### config.mk
export PLATFORM = sky130hd
export DESIGN_NAME = decode_module
export DESIGN_NICKNAME = d
export VERILOG_FILES = /design/src/rtl/decode_module.sv
export SDC_FILE = /design/constraint.sdc
export NUM_CORES = 2
export LEC_CHECK = 0
export ABC_AREA = 0
export CELL_PAD_IN_SITES_DETAIL_PLACEMENT = 1
export CELL_PAD_IN_SITES_GLOBAL_PLACEMENT = 2
export CORE_MARGIN = 10
export CORE_UTILIZATION = 34
export CTS_BUF_LIST = sky130_fd_sc_hd__clkbuf_4 sky130_fd_sc_hd__clkbuf_8
export CTS_CLUSTER_SIZE = 12
export DETAILED_ROUTE_END_ITERATION = 12
export GPL_TIMING_DRIVEN = 0
export PLACE_DENSITY_LB_ADDON = 0.1
export SLEW_MARGIN = 20
export SYNTH_ARGS = -nofsm -noshare
export SYNTH_HDL_FRONTEND = slang
export SYNTH_SLANG_ARGS = --single-unit
### constraint.sdc
create_clock -name i_clk -period 7.91 [get_ports i_clk]
set_clock_uncertainty 0.15 [all_clocks]
set_input_delay 1.582 -clock i_clk [delete_from_list [all_inputs] [get_ports i_clk]]
set_output_delay 1.582 -clock i_clk [all_outputs]
set_load 0.02 [all_outputs]
### src/rtl/decode_module.sv
// -----------------------------------------------------------------------------
// decode_module: instruction-decode stage of a 5-stage MIPS pipeline.
//
// Holds the 32-entry register file (with write-through bypass from writeback).
// Decodes control. Resolves beq/bne/j in ID and returns redirect, flush and
// stall controls to fetch. Detects load-use and branch-operand hazards. Registers
// the ID/EX pipeline state consumed by execute.
//
// Ports:
//   i_clk, i_rst          clock, synchronous active-high reset
//   i_if_id_pc/_instr     IF/ID pc (already pc+4) and instruction
//   i_wb_we/_addr/_data   writeback register-file write port
//   i_ex_mem_reg_write/_rd  EX/MEM producer, used for branch-operand hazards
//   o_brq_addr, o_jmp_addr  redirect targets returned to fetch
//   o_ctr_beq/_jmp/_flush   redirect and flush controls
//   o_pc_we, o_if_id_we     stall controls (0 = hold)
//   o_id_ex_*               registered ID/EX state
//                           o_id_ex_ctrl = {reg_write, mem_read, mem_write,
//                                           mem_to_reg, reg_dst, alu_src}
// -----------------------------------------------------------------------------
module decode_module #(
    parameter int NB_BITS = 32,
    parameter int NB_JMP  = 26,
    parameter int NB_REG  = 5
) (
    input  logic               i_clk,
    input  logic               i_rst,
    input  logic [NB_BITS-1:0] i_if_id_pc,
    input  logic [NB_BITS-1:0] i_if_id_instr,
    input  logic               i_wb_we,
    input  logic [NB_REG-1:0]  i_wb_addr,
    input  logic [NB_BITS-1:0] i_wb_data,
    input  logic               i_ex_mem_reg_write,
    input  logic [NB_REG-1:0]  i_ex_mem_rd,
    output logic [NB_BITS-1:0] o_brq_addr,
    output logic [NB_JMP-1:0]  o_jmp_addr,
    output logic               o_ctr_beq,
    output logic               o_ctr_jmp,
    output logic               o_ctr_flush,
    output logic               o_pc_we,
    output logic               o_if_id_we,
    output logic [NB_BITS-1:0] o_id_ex_pc,
    output logic [NB_BITS-1:0] o_id_ex_rs_data,
    output logic [NB_BITS-1:0] o_id_ex_rt_data,
    output logic [NB_BITS-1:0] o_id_ex_imm,
    output logic [NB_REG-1:0]  o_id_ex_rs,
    output logic [NB_REG-1:0]  o_id_ex_rt,
    output logic [NB_REG-1:0]  o_id_ex_rd,
    output logic [5:0]         o_id_ex_op,
    output logic [5:0]         o_id_ex_funct,
    output logic [5:0]         o_id_ex_ctrl
);

    localparam logic [5:0] OP_RTYPE = 6'h00;
    localparam logic [5:0] OP_J     = 6'h02;
    localparam logic [5:0] OP_BEQ   = 6'h04;
    localparam logic [5:0] OP_BNE   = 6'h05;
    localparam logic [5:0] OP_ADDI  = 6'h08;
    localparam logic [5:0] OP_SLTI  = 6'h0A;
    localparam logic [5:0] OP_ANDI  = 6'h0C;
    localparam logic [5:0] OP_ORI   = 6'h0D;
    localparam logic [5:0] OP_LUI   = 6'h0F;
    localparam logic [5:0] OP_LW    = 6'h23;
    localparam logic [5:0] OP_SW    = 6'h2B;

    function automatic logic signed [NB_BITS-1:0] sext16(input logic [15:0] v);
        return NB_BITS'($signed(v));
    endfunction

    // Instruction fields
    logic [5:0]        op, funct;
    logic [NB_REG-1:0] rs, rt, rd;
    logic [15:0]       imm16;

    assign op    = i_if_id_instr[31:26];
    assign rs    = i_if_id_instr[25:21];
    assign rt    = i_if_id_instr[20:16];
    assign rd    = i_if_id_instr[15:11];
    assign imm16 = i_if_id_instr[15:0];
    assign funct = i_if_id_instr[5:0];

    logic [NB_BITS-1:0] regs_q [2**NB_REG];

    logic [NB_BITS-1:0] id_ex_pc_q, id_ex_rs_data_q, id_ex_rt_data_q, id_ex_imm_q;
    logic [NB_REG-1:0]  id_ex_rs_q, id_ex_rt_q, id_ex_rd_q;
    logic [5:0]         id_ex_op_q, id_ex_funct_q, id_ex_ctrl_q, id_ex_ctrl_d;

    // Register-file read with same-cycle writeback bypass; $0 is hardwired to 0
    logic [NB_BITS-1:0] rs_data, rt_data;
    always_comb begin
        rs_data = regs_q[rs];
        if (rs == '0)
            rs_data = '0;
        else if (i_wb_we && i_wb_addr == rs)
            rs_data = i_wb_data;

        rt_data = regs_q[rt];
        if (rt == '0)
            rt_data = '0;
        else if (i_wb_we && i_wb_addr == rt)
            rt_data = i_wb_data;
    end

    // Control decode
    logic [5:0] ctrl_dec;
    logic       rt_is_src, is_beq, is_bne, is_j, zero_ext;
    always_comb begin
        ctrl_dec  = 6'b000000;
        rt_is_src = 1'b0;
        is_beq    = 1'b0;
        is_bne    = 1'b0;
        is_j      = 1'b0;
        zero_ext  = 1'b0;
        case (op)
            // The all-zero word is the canonical NOP and must not write $0 path
            OP_RTYPE: begin
                ctrl_dec  = (i_if_id_instr == '0) ? 6'b000000 : 6'b100010;
                rt_is_src = 1'b1;
            end
            OP_J:    is_j = 1'b1;
            OP_BEQ:  begin is_beq = 1'b1; rt_is_src = 1'b1; end
            OP_BNE:  begin is_bne = 1'b1; rt_is_src = 1'b1; end
            OP_ADDI, OP_SLTI, OP_LUI: ctrl_dec = 6'b100001;
            OP_ANDI, OP_ORI: begin ctrl_dec = 6'b100001; zero_ext = 1'b1; end
            OP_LW:   ctrl_dec = 6'b110101;
            OP_SW:   begin ctrl_dec = 6'b001001; rt_is_src = 1'b1; end
            default: ctrl_dec = 6'b000000;
        endcase
    end

    logic signed [NB_BITS-1:0] imm_sext, br_off;
    logic        [NB_BITS-1:0] imm_ext;
    assign imm_sext = sext16(imm16);
    assign br_off   = imm_sext <<< 2;
    assign imm_ext  = zero_ext ? NB_BITS'(imm16) : $unsigned(imm_sext);

    assign o_brq_addr = i_if_id_pc + $unsigned(br_off);
    assign o_jmp_addr = {i_if_id_instr[NB_JMP-3:0], 2'b00};

    // Hazard detection
    logic [NB_REG-1:0] id_ex_dest;
    logic              load_use, br_hit_rs, br_hit_rt, br_hazard, stall, taken;

    assign id_ex_dest = id_ex_ctrl_q[1] ? id_ex_rd_q : id_ex_rt_q;

    assign load_use = id_ex_ctrl_q[4] && (id_ex_rt_q != '0) &&
                      ((id_ex_rt_q == rs) || (rt_is_src && id_ex_rt_q == rt));

    // A branch compares in ID, so any in-flight producer of its operands
    // (still in EX or in MEM) must drain to WB where the bypass can supply it.
    assign br_hit_rs = (rs != '0) &&
                       ((id_ex_ctrl_q[5] && id_ex_dest == rs) ||
                        (i_ex_mem_reg_write && i_ex_mem_rd == rs));
    assign br_hit_rt = (rt != '0) &&
                       ((id_ex_ctrl_q[5] && id_ex_dest == rt) ||
                        (i_ex_mem_reg_write && i_ex_mem_rd == rt));
    assign br_hazard = (is_beq || is_bne) && (br_hit_rs || br_hit_rt);

    assign stall = !i_rst && (load_use || br_hazard);
    assign taken = (is_beq && rs_data == rt_data) || (is_bne && rs_data != rt_data);

    assign o_ctr_beq   = !i_rst && !stall && taken;
    assign o_ctr_jmp   = !i_rst && !stall && is_j;
    assign o_ctr_flush = o_ctr_beq || o_ctr_jmp;
    assign o_pc_we     = !stall;
    assign o_if_id_we  = !stall;

    assign id_ex_ctrl_d = stall ? 6'b000000 : ctrl_dec;

    always_ff @(posedge i_clk) begin
        if (i_rst) begin
            for (int i = 0; i < 2**NB_REG; i++)
                regs_q[NB_REG'(i)] <= '0;
        end else if (i_wb_we && i_wb_addr != '0) begin
            regs_q[i_wb_addr] <= i_wb_data;
        end
    end

    // ---- ID / EX stage boundary ----
    always_ff @(posedge i_clk) begin
        if (i_rst) begin
            id_ex_pc_q      <= '0;
            id_ex_rs_data_q <= '0;
            id_ex_rt_data_q <= '0;
            id_ex_imm_q     <= '0;
            id_ex_rs_q      <= '0;
            id_ex_rt_q      <= '0;
            id_ex_rd_q      <= '0;
            id_ex_op_q      <= '0;
            id_ex_funct_q   <= '0;
            id_ex_ctrl_q    <= '0;
        end else begin
            id_ex_pc_q      <= i_if_id_pc;
            id_ex_rs_data_q <= rs_data;
            id_ex_rt_data_q <= rt_data;
            id_ex_imm_q     <= imm_ext;
            id_ex_rs_q      <= rs;
            id_ex_rt_q      <= rt;
            id_ex_rd_q      <= rd;
            id_ex_op_q      <= op;
            id_ex_funct_q   <= funct;
            id_ex_ctrl_q    <= id_ex_ctrl_d;
        end
    end

    assign o_id_ex_pc      = id_ex_pc_q;
    assign o_id_ex_rs_data = id_ex_rs_data_q;
    assign o_id_ex_rt_data = id_ex_rt_data_q;
    assign o_id_ex_imm     = id_ex_imm_q;
    assign o_id_ex_rs      = id_ex_rs_q;
    assign o_id_ex_rt      = id_ex_rt_q;
    assign o_id_ex_rd      = id_ex_rd_q;
    assign o_id_ex_op      = id_ex_op_q;
    assign o_id_ex_funct   = id_ex_funct_q;
    assign o_id_ex_ctrl    = id_ex_ctrl_q;

endmodule

# Yosys cells after proc, flatten, opt, wreduce, memory -nomap -nowiden
# Memories as Yosys holds them, arrays and structs flattened.
# Index checks and enable logic that the tools add are counted.
# word_totals
ff_bits	146
latchBits	0
ramBits	1024
mem_bits_ro	0
inputBits	110
out_inout_bits	224
elab_cells	96
memories	1
# classes
n_addsub	1
mul	0
div	0
order_cmp	0
n_eq_ne	20
n_shift	0
mux	20
n_bitwise	0
n_reduce_logical	43
# memory_table
memory	words	width	read_ports	rd_ports_with_merged_regs	wr	line	rtl
regs_q	32	32	2	0	32	82	logic [NB_BITS-1:0] regs_q [2**NB_REG];
# ops
op	n
$mux 32	5
$eq 5x5->1	8
$add 32x32->32	1
$eq 32x32->1	1
$logic_not 32->1	1
$ne 32x32->1	1
$reduce_or 32->1	1
$eq 6x4->1 const B	5
$pmux 6 s4	1
$reduce_bool 5->1	4
$logic_and 1x1->1	19
$eq 6x3->1 const B	2
$eq 6x6->1 const B	2
$mux 1	11
$logic_not 5->1	2
$mux 5	2
$logic_or 1x1->1	8
$eq 6x2->1 const B	1
$logic_not 6->1	1
$mux 6	1
$reduce_or 2->1	3
$reduce_or 5->1	1
$reduce_or 4->1	1
$logic_not 1->1	2

# Longest topological paths before layout
# logic_depth
depth_word	13
ltp_mapped	20
mapped_depth_nobuf	14

# Worst setup path after synthesis
# Ideal clock, no wire load.
# synth_timing
kind	input-to-output
start	input port i_if_id_instr[21]
end	output port o_ctr_flush
arrival_ns	4.996
t_required_ns	6.178
setup_slack_ns	1.182
path_stages	15
path_buffers	5
path_cell_list	buf_6 buf_8 buf_8 buf_8 buf_2 mux4_2 o22ai_1 nor2_1 a32oi_1 nand3b_1 o41ai_2 o22ai_1 or4b_1 or4_1 nand3_1
# synth_between
elab_chain_cells	12
elab_cells_between_ends	30
classes_between	6 x eq/ne; 2 x mux; 21 x reduce/logical; 1 x memory
# synth_lines
element	line	rtl
start: declaration	29	input logic [NB_BITS-1:0] i_if_id_instr,
branches (longest 11 deep; another with $mem_v2 32x32)	-	
$logic_or 1x1->1 *	164	assign o_ctr_flush = o_ctr_beq || o_ctr_jmp;
end: declaration	39	output logic o_ctr_flush,
# Mark *: on every way between the ends.

# Worst setup path after layout
# layout_timing
start	input port i_if_id_instr[23]
end	output port o_ctr_beq
# layout_between
elab_chain_cells	11
elab_cells_between_ends	28
classes_between	6 x eq/ne; 2 x mux; 19 x reduce/logical; 1 x memory
# layout_lines
element	line	rtl
branches (longest 10 deep; another with $mem_v2 32x32)	-	
$logic_and 1x1->1 *	162	assign o_ctr_beq = !i_rst && !stall && taken;
end: declaration	37	output logic o_ctr_beq,
# Marked as above.

==> qor.yml <==
ys_seq_area_frac: 0.537
swShare: 0.310
clock_path_buffers: 3
finalSetupViolCount: 2
drc: 0
antenna_found_initial: 67
tritoncts: "yes"
clock-sinks: 1158
drtAntennaViolNets: 0
path_max_fanout: 10
path_cells: "buf_2 -> buf_4 -> buf_6 -> mux4_2 -> o22ai_1 -> nor2_1 -> a41oi_4 -> o21ai_1 -> o32ai_2 -> o32ai_2 -> nor3_4 -> or4b_4 -> or4_1 -> nand2_1 -> buf_4"
cp.arrival_ns: 6.21
fin_nets: 5358
slew_violations: 0
rows: 156
drive_gt1_frac: 0.288
worstSetupStartpointType: "input pin"
path_buf_inv: 4
fin_util: 0.431
overflow: 0
grt_usage: 0.370
pwr_density_cell_nw_per_um2: 210
fmax_ghz: 0.126
ys.flop_type: "edfxtp_1"
vias: 51000
clockRootBuffer: "clkbuf_8"
synth_warnings: 0
synth_seq_cells: 1158
dpl_cell_area_um2: 70800
endpoint_kind: "primary output"
avgSynthCellArea_um2: 13.9
slowest_stage: "or4b_4"
fin_ws_ns: -0.0352
grt_start_max_net_pins: 22
dr.pass1.iters: 6
die-area_um2: 201000
r2r_slack_ns: 5.02
grt_pass1_wl_um: 486000
post-route-period-util: 1.00
p_int_w: 0.0113
slew-limit-headroom: 0.104
period_needed_ns: 7.95
drt_iter0_drc: 8657
synth_cell_type_count: 91
vdd_drop_max_mv: 0.118
avgRoutedWirePerCell_um: 48.9
pin_count: 334
p_switching_w: 0.00509
fin_area_um2: 78100
synth_edf_count: 1024
area_growth_syn_to_layout_pct: 25.5
start_util: 0.343
async_flop_share: 0
layout_commonest_cell: "edfxtp_1"
core_area_um2: 181000
portBuffers: 324
power_leakage_nw: 27.5
hp-class: "register to register"
wl_um: 382000
syn-cell-area_um2: 62200
combPwrFrac: 0.200
pwr-share-clk: 0.363
fin_tns_setup_ns: -0.0492
cts-buffers-inserted: 212
cpLargestDelayFamily: "simple AND/OR/NAND/NOR gates"
die_h_um: 448
status: "complete, but fails checks"
synthTopCellsByArea: "edfxtp_1, mux4_2, and2_1"
die_w_um: 448
yosysTopAreaCell: "edfxtp_1"
routabilityCongestion: 0.958
p_seq_frac: 0.438
cap_violations: 0
cts.clk_slew.worst_paths_ns: 0.06
hpwl_um: 273000
grt_pass1_vias: 48600
violations: "negative setup slack"
worst_pin_slew_ns: 1.34
cts_max_level: 4
crit_path_max_incr_delay_ns: 0.55
synth_cells: 4472
synth_top_area_frac: 0.494
final_cell_mix: "edfxtp_1, and2_1, mux4_2, clkdlybuf4s50_1, clkbuf_8"
required_ns: 6.18
holdWs_ns: 0.933
crit_type: "input pin to primary output"
insertion_delay_ns: 1.03
finalHoldViolations: 0
vias_per_cell: 6.54
[Yosys cell counts, drive strengths merged, types with 30 or more instances]
cell	instances
edfxtp	1024
and2	855
mux4	459
clkbuf	240
buf	233
nor3	197
nor2	163
mux2i	162
dfxtp	134
o22ai	99
nor2b	88
a21oi	74
nand2	70
a22oi	61
xnor2	61
mux2	52
or2	40
o21ai	35
nor4	30
[worst reg2reg max path, delay by kind of cell (launching register included)]
family | cells | cell delay [ns]
compound gates | 3 | 0.54
mux | 1 | 0.38
xor+xnor | 1 | 0.12
buf+inv | 2 | 0.55
simple gates | 3 | 0.71
flops | 1 | 0.33
[through the flow]
stage | cells | worst slack, ns | power [W]
finish | 7801 | -0.0352 | 0.0164
floorplan | 4505 | 1.18 | 0.00868
global placement | 7199 | -3.46 | 0.0101
detailed placement | 7282 | -3.00 | 0.0102
CTS | 7699 | 0.000659 | 0.0162
global route | 7767 | -0.0167 | 0.0167
[power by group through the flow]
stage | combinational, W | sequential, W | clock, W
final | 0.00328 | 0.00719 | 0.00595
after floorplan | 0.00139 | 0.00730 | 0
after global placement | 0.00283 | 0.00729 | 0
after global routing | 0.00328 | 0.00722 | 0.00619
after detailed placement | 0.00293 | 0.00730 | 0
after CTS | 0.00310 | 0.00718 | 0.00594
[final timing paths]
| path | depth (start not counted) | startpoint | end |
|---|---|---|---|
| setup / recovery | 15 | i_if_id_instr[23] | o_ctr_beq |
| hold / removal | 5 | regs_q[14][6]$_SDFFCE_PN0P_ | o_id_ex_rs_data[6]$_SDFF_PP0_ |
| setup reg to reg | 10 | o_id_ex_ctrl[1]$_SDFF_PP0_ | o_id_ex_ctrl[4]$_SDFF_PP0_ |
| hold reg to reg | 5 | regs_q[14][6]$_SDFFCE_PN0P_ | o_id_ex_rs_data[6]$_SDFF_PP0_ |
[registers in the layout, summed over array words and instances (netlist names)]
signal,cells
o_id_ex_ctrl,5
o_id_ex_imm,17
o_id_ex_op,6
o_id_ex_pc,32
o_id_ex_rs,5
o_id_ex_rs_data,32
o_id_ex_rt,5
o_id_ex_rt_data,32
regs_q,1024
[final cells by class]
cell class	count	area, µm²
antenna	37	92.6
buffer	464	4090
clock buffer	291	3610
clock inverter	99	566
fill	18300	103000
inverter	25	96.3
multi-input combinational	2849	27400
sequential	1158	33400
tap	2370	2970
timing repair buffer	508	5870
[routing by layer]
| layer | global-route usage | vias up | share of wire |
|---|---|---|---|
| li1 | - | 18600 | - |
| met1 | 0.446 | 26700 | 0.35 |
| met2 | 0.553 | 4531 | 0.43 |
| met3 | 0.133 | 1144 | 0.13 |
| met4 | 0.251 | 34 | 0.078 |
| met5 | 0 | - | 0.00062 |
[kinds of logic (layout without fill, tap and decap cells)]
logic type | after synthesis | in the layout | share of synthesized area
buffers and inverters | 498 | 1387 | 0.0450
DFF | 1158 | 1158 | 0.537
muxes | 673 | 673 | 0.202
other | 1 | 71 | 0.0000603
AOI/OAI and AO/OA | 454 | 454 | 0.0520
and+or+nand+nor | 1573 | 1573 | 0.146
adders and majority gates | 30 | 30 | 0.00615
xor gates and xnor gates | 85 | 85 | 0.0120
[timing repair]
action	4_1_cts	5_1_grt
pin swaps	24	15
endpoints found under the hold margin	0	0
gates resized for setup	476	86
hold buffers	0	0
setup buffers	36	65
endpoints found under the setup margin	5	4
Power figures use the tool's default switching activity.
